**config.mk**
```make
export PLATFORM = sky130hd
export DESIGN_NAME = adc_align_ctrl
export DESIGN_NICKNAME = d
export VERILOG_FILES = /design/src/rtl/adc_align_pkg.sv /design/src/rtl/fco_lock_mon.sv /design/src/rtl/adc_align_ctrl.sv
export SDC_FILE = /design/constraint.sdc
export NUM_CORES = 1
export LEC_CHECK = 0
export CAP_MARGIN = 25
export CORE_MARGIN = 5
export CORE_UTILIZATION = 45
export CTS_BUF_LIST = sky130_fd_sc_hd__clkbuf_8 sky130_fd_sc_hd__clkbuf_16
export CTS_CLUSTER_SIZE = 40
export DETAILED_ROUTE_END_ITERATION = 10
export PLACE_DENSITY_LB_ADDON = 0.2
export SLEW_MARGIN = 25
export SYNTH_ARGS = -nofsm -noshare
export SYNTH_HDL_FRONTEND = slang
export SYNTH_HIERARCHICAL = 1
export SYNTH_SLANG_ARGS = --single-unit
```
**constraint.sdc**
```tcl
create_clock -name CLKDIV -period 5.7 [get_ports CLKDIV]
set_input_delay 1.71 -clock CLKDIV [delete_from_list [all_inputs] [get_ports CLKDIV]]
set_output_delay 1.71 -clock CLKDIV [all_outputs]
set_load 0.01 [all_outputs]
```
**src/rtl/adc_align_pkg.sv**
```systemverilog
// Shared types and default parameters for the ADC frame-clock alignment controller.
package adc_align_pkg;

    localparam int         DEF_NUM_LANES     = 4;
    localparam logic [7:0] DEF_FCO_PATTERN   = 8'hF0;
    localparam int         DEF_SETTLE_CYCLES = 8;
    localparam int         DEF_MAX_SLIPS     = 8;
    localparam int         DEF_LOSS_LIMIT    = 4;

    // One-hot controller states; any other encoding is treated as illegal.
    typedef enum logic [4:0] {
        ST_STARTUP = 5'b00001,
        ST_POLL    = 5'b00010,
        ST_SLIP    = 5'b00100,
        ST_LOCKED  = 5'b01000,
        ST_FAIL    = 5'b10000
    } align_state_e;

    // Counter width able to hold 0..n-1 (at least one bit).
    function automatic int cnt_w(input int n);
        return (n < 2) ? 1 : $clog2(n);
    endfunction

endpackage

```
**src/rtl/fco_lock_mon.sv**
```systemverilog
// Counts consecutive mismatching frame-clock words while locked and flags loss of lock.
module fco_lock_mon
    import adc_align_pkg::*;
#(
    parameter int LOSS_LIMIT = DEF_LOSS_LIMIT
) (
    input  logic clk,
    input  logic rst,
    input  logic match,
    input  logic enable,
    input  logic clear,
    output logic lost
);

    localparam int            CW       = cnt_w(LOSS_LIMIT);
    localparam logic [CW-1:0] MIS_LAST = CW'(LOSS_LIMIT - 1);

    logic [CW-1:0] mis_q, mis_d;

    // Loss is declared on the mismatch that would bring the run up to the limit.
    assign lost = enable && !match && (mis_q == MIS_LAST);

    // Run length of mismatches: any good word, a declared loss or a clear restarts it.
    always_comb begin
        mis_d = mis_q;
        if (clear || !enable || match || lost) begin
            mis_d = '0;
        end else begin
            mis_d = mis_q + 1'b1;
        end
    end

    // Mismatch counter register.
    always_ff @(posedge clk) begin
        if (rst) begin
            mis_q <= '0;
        end else begin
            mis_q <= mis_d;
        end
    end

endmodule

```
**src/rtl/adc_align_ctrl.sv**
```systemverilog
// Frame-clock driven bitslip alignment controller for a multi-lane ISERDES ADC receiver.
// The FCO word is compared against the expected pattern; on mismatch one bitslip strobe
// is sent to the FCO and all data lanes together, followed by a settle period.
module adc_align_ctrl
    import adc_align_pkg::*;
#(
    parameter int         NUM_LANES     = DEF_NUM_LANES,
    parameter logic [7:0] FCO_PATTERN   = DEF_FCO_PATTERN,
    parameter int         SETTLE_CYCLES = DEF_SETTLE_CYCLES,
    parameter int         MAX_SLIPS     = DEF_MAX_SLIPS,
    parameter int         LOSS_LIMIT    = DEF_LOSS_LIMIT
) (
    input  logic                 CLKDIV,
    input  logic                 rst,
    input  logic [7:0]           ISERDES_FCO,
    input  logic                 realign,
    output logic                 ISERDES_bslip,
    output logic [NUM_LANES-1:0] data_bslip,
    output logic                 aligned,
    output logic                 align_fail,
    output logic                 lock_lost,
    output logic [3:0]           slip_count
);

    localparam int            SW          = cnt_w(SETTLE_CYCLES);
    localparam logic [SW-1:0] SETTLE_LAST = SW'(SETTLE_CYCLES - 1);
    localparam logic [3:0]    SLIP_MAX    = 4'(MAX_SLIPS);

    align_state_e  state_q, state_d;
    logic [SW-1:0] settle_q, settle_d;
    logic [3:0]    slip_q, slip_d;
    logic          slip_strobe;
    logic          fco_match;
    logic          mon_enable;
    logic          mon_clear;
    logic          mon_lost;

    assign fco_match  = (ISERDES_FCO == FCO_PATTERN);
    assign mon_enable = (state_q == ST_LOCKED);
    assign mon_clear  = realign || (state_q != ST_LOCKED);

    fco_lock_mon #(
        .LOSS_LIMIT (LOSS_LIMIT)
    ) u_lock_mon (
        .clk    (CLKDIV),
        .rst    (rst),
        .match  (fco_match),
        .enable (mon_enable),
        .clear  (mon_clear),
        .lost   (mon_lost)
    );

    // Next-state, counter and strobe decode for the alignment sequence.
    always_comb begin
        state_d     = state_q;
        settle_d    = settle_q;
        slip_d      = slip_q;
        slip_strobe = 1'b0;
        case (state_q)
            ST_STARTUP, ST_SLIP: begin
                if (settle_q == SETTLE_LAST) begin
                    state_d  = ST_POLL;
                    settle_d = '0;
                end else begin
                    settle_d = settle_q + 1'b1;
                end
            end
            ST_POLL: begin
                settle_d = '0;
                if (fco_match) begin
                    state_d = ST_LOCKED;
                end else if (slip_q >= SLIP_MAX) begin
                    state_d = ST_FAIL;
                end else begin
                    slip_strobe = 1'b1;
                    slip_d      = slip_q + 4'd1;
                    state_d     = ST_SLIP;
                end
            end
            ST_LOCKED: begin
                // Realign takes priority over a simultaneous loss of lock.
                if (realign) begin
                    state_d  = ST_STARTUP;
                    slip_d   = '0;
                    settle_d = '0;
                end else if (mon_lost) begin
                    state_d = ST_POLL;
                    slip_d  = '0;
                end
            end
            ST_FAIL: begin
                if (realign) begin
                    state_d  = ST_STARTUP;
                    slip_d   = '0;
                    settle_d = '0;
                end
            end
            default: begin
                state_d  = ST_STARTUP;
                slip_d   = '0;
                settle_d = '0;
            end
        endcase
    end

    // State and counter registers.
    always_ff @(posedge CLKDIV) begin
        if (rst) begin
            state_q  <= ST_STARTUP;
            settle_q <= '0;
            slip_q   <= '0;
        end else begin
            state_q  <= state_d;
            settle_q <= settle_d;
            slip_q   <= slip_d;
        end
    end

    // Pulse outputs are held quiet while reset is asserted.
    assign ISERDES_bslip = slip_strobe & ~rst;
    assign data_bslip    = {NUM_LANES{ISERDES_bslip}};
    assign lock_lost     = mon_lost & ~rst;
    assign aligned       = (state_q == ST_LOCKED);
    assign align_fail    = (state_q == ST_FAIL);
    assign slip_count    = slip_q;

endmodule

```
==> results of run 1 <==
## placed cells by master (no fill, tap or decap), types with 2 or more instances in the layout
cell type,n
sky130_fd_sc_hd__clkdlybuf4s50_1,22
sky130_fd_sc_hd__dfxtp_1,14
sky130_fd_sc_hd__nor2_1,8
sky130_fd_sc_hd__inv_1,6
sky130_fd_sc_hd__ha_1,5
sky130_fd_sc_hd__nand2b_1,4
sky130_fd_sc_hd__nor4_1,4
sky130_fd_sc_hd__nand2_1,4
sky130_fd_sc_hd__a21oi_1,4
sky130_fd_sc_hd__nor3_1,3
sky130_fd_sc_hd__a22oi_1,3
sky130_fd_sc_hd__clkbuf_8,3
sky130_fd_sc_hd__or4_4,2
sky130_fd_sc_hd__nor2_4,2
sky130_fd_sc_hd__or3_1,2
sky130_fd_sc_hd__nor3_2,2
sky130_fd_sc_hd__a211oi_1,2
sky130_fd_sc_hd__a31oi_1,2
## Yosys cell counts, drive strengths merged, types with 2 or more instances
master   n
a211oi   2
a21oi    5
a22oi    3
a31oi    2
buf      4
dfxtp   14
ha       5
inv      6
nand2    4
nand2b   4
nor2    10
nor3     5
nor4     4
or2      2
or3      2
or4      2
## kinds of logic (layout without fill, tap and decap cells)
kind of cell | count (synthesis) | count (layout) | share of synthesized area
AND/OR/NAND/NOR | 40 | 40 | 0.314
adder cells (fa/ha/maj) | 5 | 5 | 0.0761
multiplexers | 1 | 1 | 0.0122
buffers and inverters | 11 | 32 | 0.0685
AO/OA/AOI/OAI | 19 | 19 | 0.178
flip-flops | 14 | 14 | 0.341
XOR/XNOR | 1 | 1 | 0.0107
## final cells by class
type | instances | area, um2
Clock buffer | 3 | 41.3
Sequential cell | 14 | 280
Fill cell | 158 | 638
Tap cell | 25 | 31.3
Multi-Input combinational cell | 66 | 485
Timing Repair Buffer | 23 | 228
Inverter | 6 | 22.5
## power by group through the flow
stage          clock, mW  sequential [mW]  combinational (mW)
2_1_floorplan          0            0.120              0.0509
3_3_place_gp           0            0.121              0.0669
3_5_place_dp           0            0.122              0.0688
4_1_cts           0.0808            0.120              0.0697
5_1_grt           0.0856            0.121              0.0782
6_report          0.0802            0.120              0.0689
## final timing paths
kind                   from            end  cells after the start
max reg2reg      state_q[4]     state_q[0]                      8
max          ISERDES_FCO[6]  data_bslip[1]                      5
min reg2reg     settle_q[2]    settle_q[2]                      2
min             settle_q[2]    settle_q[2]                      2
## per-layer routing
metal  GRT usage  wire, um  vias up  share of wire
li1            -         -      381              -
met3      0.0370        90        4          0.049
met2       0.279       932       16           0.51
met5           0         0        -              0
met4      0.0638        19        0          0.010
met1       0.171       798      341           0.43
## through the flow
| stage | hold WS [ns] | instance area, um2 |
|---|---|---|
| final | 0.506 | 1090 |
| after global routing | 0.549 | 1090 |
| after CTS | 0.511 | 1090 |
| after detailed placement | 0.494 | 1050 |
| after global placement | 0.491 | 1050 |
| after floorplan | 0.470 | 822 |
## registers in the layout (all words and copies together), names as in the netlist
name	cells
settle_q	3
u_lock_mon/mis_q	2
slip_count	4
state_q	5
## worst max-delay path, delay by kind of cell
family / cells / cell delay (ns)
simple gates: 2 / 0.63
buf+inv: 2 / 1.03
compound gates: 1 / 0.21
==> summary.txt, run 1 <==
Placement
  – Last weighted congestion value of the routability-driven placer: 0.827
  – Count of input and output buffers: 22
  – Setup slack after placement: slightly below 0.4 ns
  – Final HPWL DP: between 1 and 1.5 mm
  – Placed Cells: 134

STA
  – Unrepaired setup endpoints after global routing: no
  – Number of hold-slack violations in the final timing report: 0
  – Maximum operating frequency: between 150 and 200 MHz
  – Worst-case headroom to the max-slew limit: 0.621
  – Final setup viols: 0
  – Slew @ Worst Pin: around 0.56 ns
  – Final worst slack: a little over 0.4 ns
  – Final-report max-slew violation count: 0
  – Post-route fraction of the period consumed by the critical path: 0.928
  – Final sum of negative setup slack: 0 ns
  – Layout Skew: 0.000530 ns
  – Post-layout minimum cycle time: 5.29 ns

Die
  – Floorplan core area: around 0.0017 mm2
  – Row count: 15
  – I/O pins: 23
  – Die Area: about 0.0028 mm2
  – Starting Density: 0.476
  – Width of the die: 52.7 um
  – Die Y: around 53 um

Pwr
  – Fraction of power spent switching nets: 0.288
  – Leakage power: around 0.39 nW
  – Clock power frac: 0.298
  – Cell-internal power: 192 uW
  – Comb power frac: 0.256
  – Fraction of power consumed by sequential logic: 0.446
  – Net switching power: 77.4 uW
  – Post-layout power: ~270 uW
  – Maximum vdd ir drop: about 0.00017 V
  – Pwr Density: 247 mW/mm2

Global routing
  – Remaining Overflow, GRT: 0
  – Aggregate global-route resource usage: 0.155
  – Vias in the first global route: about 700
  – First-pass GRT wire length: around 3.1 mm
  – Antenna violations before repair: 0
  – Maximum number of pins on one net before global-route repair: 16

Clock tree
  – Clk sink count: 14
  – Largest buffer count on any clock path: 2
  – Cells resized by post-CTS repair: 0
  – Clock buffers created by TritonCTS: 3
  – Clock Root Buffer: sky130_fd_sc_hd__clkbuf_8
  – Post-CTS Hold Buffers: 0
  – Worst-path clk slew: ~0.050 ns
  – TritonCTS clock tree: built
  – H-tree levels: 1
  – Later-pin clock latency in the skew report: 0.24 ns
  – Post-CTS setup buffer count: 0

Setup path
  – Worst reg2reg setup slack: around 3.7 ns
  – Most frequent CP cell: sky130_fd_sc_hd__clkdlybuf4s50_1
  – Cell-by-cell listing of the critical path: clkdlybuf4s50_1, and4_1, a21o_1, nor3_1, clkdlybuf4s50_1
  – Cell with the largest stage delay on the worst path: sky130_fd_sc_hd__clkdlybuf4s50_1
  – Sort of element at the end of the critical path: output port
  – Longest individual stage delay on the worst path: approximately 0.63 ns
  – Worst Setup Start Kind: input port
  – Data arrival time of the critical path: about 3.6 ns
  – Required time at the worst-slack endpoint: approximately 4.0 ns
  – Crit path kind: input port to output port
  – Critical-path maximum fanout: 5

Routing
  – Vias/cell: roughly 5.4
  – Router iterations before antenna repair: 4
  – Post-route antenna net violation count: 0
  – Routed via count: roughly 740
  – Number of design-rule violations left by the first detailed-router iteration: 20
  – Average detailed-routed wire length per instance: ~13 um
  – Post-route DRC violation count: 0
  – Final wirelength: roughly 1.8 mm

Logic synthesis
  – Dominant cells by area after synthesis: sky130_fd_sc_hd__dfxtp_1, sky130_fd_sc_hd__ha_1, sky130_fd_sc_hd__buf_4
  – Async set-reset flop share out of synthesis: 0
  – Synthesized netlist cell count: between 90 and 100
  – Largest area contributor in the synthesized netlist: sky130_fd_sc_hd__dfxtp_1
  – Number of warnings printed during yosys synthesis: 6
  – Syn Std Cell Area: between 800 and 900 um2
  – Share of the synthesized area in the top cell type: 0.341
  – Syn avg cell area: about 9 um2
  – Sequential fraction of the synthesis area: 0.341
  – Number of distinct library cells after synthesis: 37
  – FF+latch count, synth: 14
  – Syn Nets: about 110
  – Number of enable flip-flop cells after synthesis: 0
  – Main flop type after synthesis: sky130_fd_sc_hd__dfxtp_1

Run status
  – Result of the run: finished, final reports clean

Cells and area
  – Synth-to-layout area growth: 32.4%
  – Antenna fix cells: 0
  – Final cell count without fillers: around 140
  – Post-layout utilization of the core: 0.630
  – Nets: 130
  – Fraction of final layout cells sized beyond drive strength 1: 0.107

Min path
  – Path type of the worst min-delay path: flip-flop to flip-flop

Job
  – # Max-Cap Violations: 0
Note: power is estimated with default switching activity, not from simulation.
==> run 2, diff against run 1 <==
--- a/config.mk
+++ b/config.mk
@@ -11,7 +11,8 @@
 export CTS_BUF_LIST = sky130_fd_sc_hd__clkbuf_8 sky130_fd_sc_hd__clkbuf_16
 export CTS_CLUSTER_SIZE = 40
 export DETAILED_ROUTE_END_ITERATION = 10
-export PLACE_DENSITY_LB_ADDON = 0.2
+export PLACE_DENSITY = 0.73
+export SKIP_CTS_REPAIR_TIMING = 1
 export SLEW_MARGIN = 25
 export SYNTH_ARGS = -nofsm -noshare
 export SYNTH_HDL_FRONTEND = slang
==> summary.txt, run 2 (synthesis results as in run 1) <==
Run status
  – Result of the run: finished, final reports clean

Cells and area
  – Antenna fix cells: 0 (unchanged)
  – Fraction of final layout cells sized beyond drive strength 1: 0.115 (+0.00790)
  – Flip-flop count of the largest register after layout: 5 (unchanged)
  – Nets: 130 (unchanged)
  – Synth-to-layout area growth: 34.1%
  – Number of filler instances in the final layout: 169 (+7.0%)
  – Leading cell type in the layout, fill and taps excluded: sky130_fd_sc_hd__clkdlybuf4s50_1
  – Highest-count cells in the layout ignoring fill and taps: sky130_fd_sc_hd__clkdlybuf4s50_1, sky130_fd_sc_hd__dfxtp_1, sky130_fd_sc_hd__nor2_1, sky130_fd_sc_hd__inv_1, sky130_fd_sc_hd__ha_1
  – Reg with most FFs: state_q

Clock tree
  – Clock buffers created by TritonCTS: 3 (unchanged)
  – Largest buffer count on any clock path: 2 (unchanged)
  – Clk sink count: 14 (unchanged)
  – Later-pin clock latency in the skew report: 0.24 ns (about the same)
  – Clock Root Buffer: sky130_fd_sc_hd__clkbuf_8
  – TritonCTS clock tree: built
  – Worst-path clk slew: 0.06 ns (about the same)
  – H-tree levels: 1 (unchanged)

Pwr
  – Leakage power: 0.395 nW (+1.9%)
  – Fraction of power spent switching nets: 0.285 (-0.00248)
  – Fraction of power consumed by sequential logic: 0.420 (-0.026)
  – Comb power frac: 0.242 (-0.014)
  – Maximum vdd ir drop: 0.000204 V (+22%)
  – Clock power frac: 0.338 (+0.040)
  – Net switching power: 82.3 uW (+6.3%)
  – Cell-internal power: 206 uW (+7.6%)
  – Pwr Density: 262 mW/mm2 (+5.8%)

Setup path
  – Sort of element at the end of the critical path: output port
  – Data arrival time of the critical path: 3.55 ns (-0.03 ns)
  – Source of the critical timing path: ISERDES_FCO[7]
  – Worst Setup Start Kind: input port
  – Reg2reg start: state_q[4]
  – Reg2Reg Depth: 8 (unchanged)
  – Critical-path maximum fanout: 5 (unchanged)
  – Crit path kind: input port to output port
  – Worst reg2reg setup slack: 3.59 ns (-0.08 ns)
  – Required time at the worst-slack endpoint: 3.99 ns (about the same)
  – Terminus of the critical flop-to-flop path: state_q[0]

Die
  – Width of the die: 52.7 um (unchanged)
  – Floorplan core area: 0.00173 mm2 (unchanged)
  – Die Y: 52.7 um (unchanged)
  – Starting Density: 0.476 (unchanged)
  – Die Area: 0.00278 mm2 (unchanged)
  – I/O pins: 23 (unchanged)
  – Row count: 15 (unchanged)

Placement
  – Count of input and output buffers: 22 (unchanged)
  – Setup slack after placement: 0.402 ns (+0.00450 ns)
  – Final HPWL DP: 1.53 mm (+7.0%)
  – Last weighted congestion value of the routability-driven placer: 0.828 (about the same)

STA
  – Post-route fraction of the period consumed by the critical path: 0.924 (-0.00489)
  – Layout Skew: 0.00157 ns (+0.00103 ns)
  – Post-layout minimum cycle time: 5.26 ns (-0.0279 ns)
  – Unrepaired setup endpoints after global routing: no
  – Final worst slack: 0.436 ns (+0.0279 ns)
  – Number of hold-slack violations in the final timing report: 0 (unchanged)
  – Worst-case headroom to the max-slew limit: 0.611 (-0.00940)
  – Worst hold-check slack: 0.511 ns (+0.00528 ns)
  – Final sum of negative setup slack: 0 ns (unchanged)
  – Slew @ Worst Pin: 0.578 ns (+0.0140 ns)
  – Maximum operating frequency: 190 MHz (+0.53%)
  – Final setup viols: 0 (unchanged)
  – Final-report max-slew violation count: 0 (unchanged)

Min path
  – Hold path depth: 1 (-1)
  – Hold Path Sink: slip_count[0]
  – Path type of the worst min-delay path: flip-flop to flip-flop
  – Startpoint of the most critical hold path: slip_count[0]

Routing
  – Post-route antenna net violation count: 0 (unchanged)
  – Routed via count: 781 (+5.3%)
  – Vias/cell: 5.66 (+4.5%)
  – Average detailed-routed wire length per instance: 14.7 um (+9.7%)
  – Router iterations before antenna repair: 4 (unchanged)
  – Number of design-rule violations left by the first detailed-router iteration: 20 (unchanged)
  – Final wirelength: 2.03 mm (+11%)
  – Post-route DRC violation count: 0 (unchanged)

Global routing
  – Grt met1 use: 0.183 (+0.0114)
  – First-pass GRT wire length: 3.39 mm (+9.6%)
  – Vias in the first global route: 781 (+10%)
  – Maximum number of pins on one net before global-route repair: 16 (unchanged)
  – Aggregate global-route resource usage: 0.163 (+0.00747)
  – Remaining Overflow, GRT: 0 (unchanged)
  – Layer with the highest usage: met2
  – Antenna violations before repair: 0 (unchanged)
  – M3 GR Usage: 0.0370 (unchanged)
  – Met2 track demand over resource in global routing: 0.302 (+0.0227)

Job
  – # Max-Cap Violations: 0 (unchanged)
-- run 2: changes by cell type in the layout (fill, tap and decap cells not counted) --
cell,delta
sky130_fd_sc_hd__clkbuf_8,+1
-- run 2: through the flow --
step	cells	total power, mW	instance area, um2	utilization
finish	138	0.288	1100	0.638
floorplan	91	0.171	822	-
detailed placement	134	0.192	1050	0.607
global route	138	0.301	1100	0.638
CTS	138	0.289	1100	0.638
global placement	134	0.189	1050	0.607
-- run 2: power groups by stage --
stage	clock network, mW	logic (mW)	registers (mW)
after floorplan	0	0.0509	0.120
after global placement	0	0.0673	0.121
after detailed placement	0	0.0699	0.123
after CTS	0.0978	0.0702	0.121
after global routing	0.103	0.0764	0.122
final	0.0975	0.0698	0.121
-- run 2: worst max-delay path by stage --
stage	endpoint	slack, ns	depth (start not counted)
2_1_floorplan	data_bslip[0]	1.16	4
3_3_place_gp	data_bslip[1]	0.48	5
3_5_place_dp	ISERDES_bslip	0.40	5
4_1_cts	ISERDES_bslip	0.40	5
5_1_grt	data_bslip[2]	0.24	5
6_report	ISERDES_bslip	0.44	5
-- run 2: area by class of cell --
class / count / area (um2) / area share
Multi-Input combinational cell: 66 / 485 / 0.440
Sequential cell: 14 / 280 / 0.254
Timing Repair Buffer: 23 / 228 / 0.207
Clock buffer: 4 / 55.1 / 0.0499
Tap cell: 25 / 31.3 / 0.0284
Inverter: 6 / 22.5 / 0.0204
-- run 2: per-layer routing --
metal / vias to the layer above / wire (um)
li1: 375 / -
met1: 378 / 857
met2: 24 / 1070
met3: 4 / 80
met4: 0 / 27
met5: - / 0
-- run 2: worst max-delay path: stages --
cell and delay, ns:
sky130_fd_sc_hd__clkdlybuf4s50_1 0.40, sky130_fd_sc_hd__and4_1 0.21, sky130_fd_sc_hd__a21o_1 0.20, sky130_fd_sc_hd__nor3_1 0.40, sky130_fd_sc_hd__clkdlybuf4s50_1 0.63
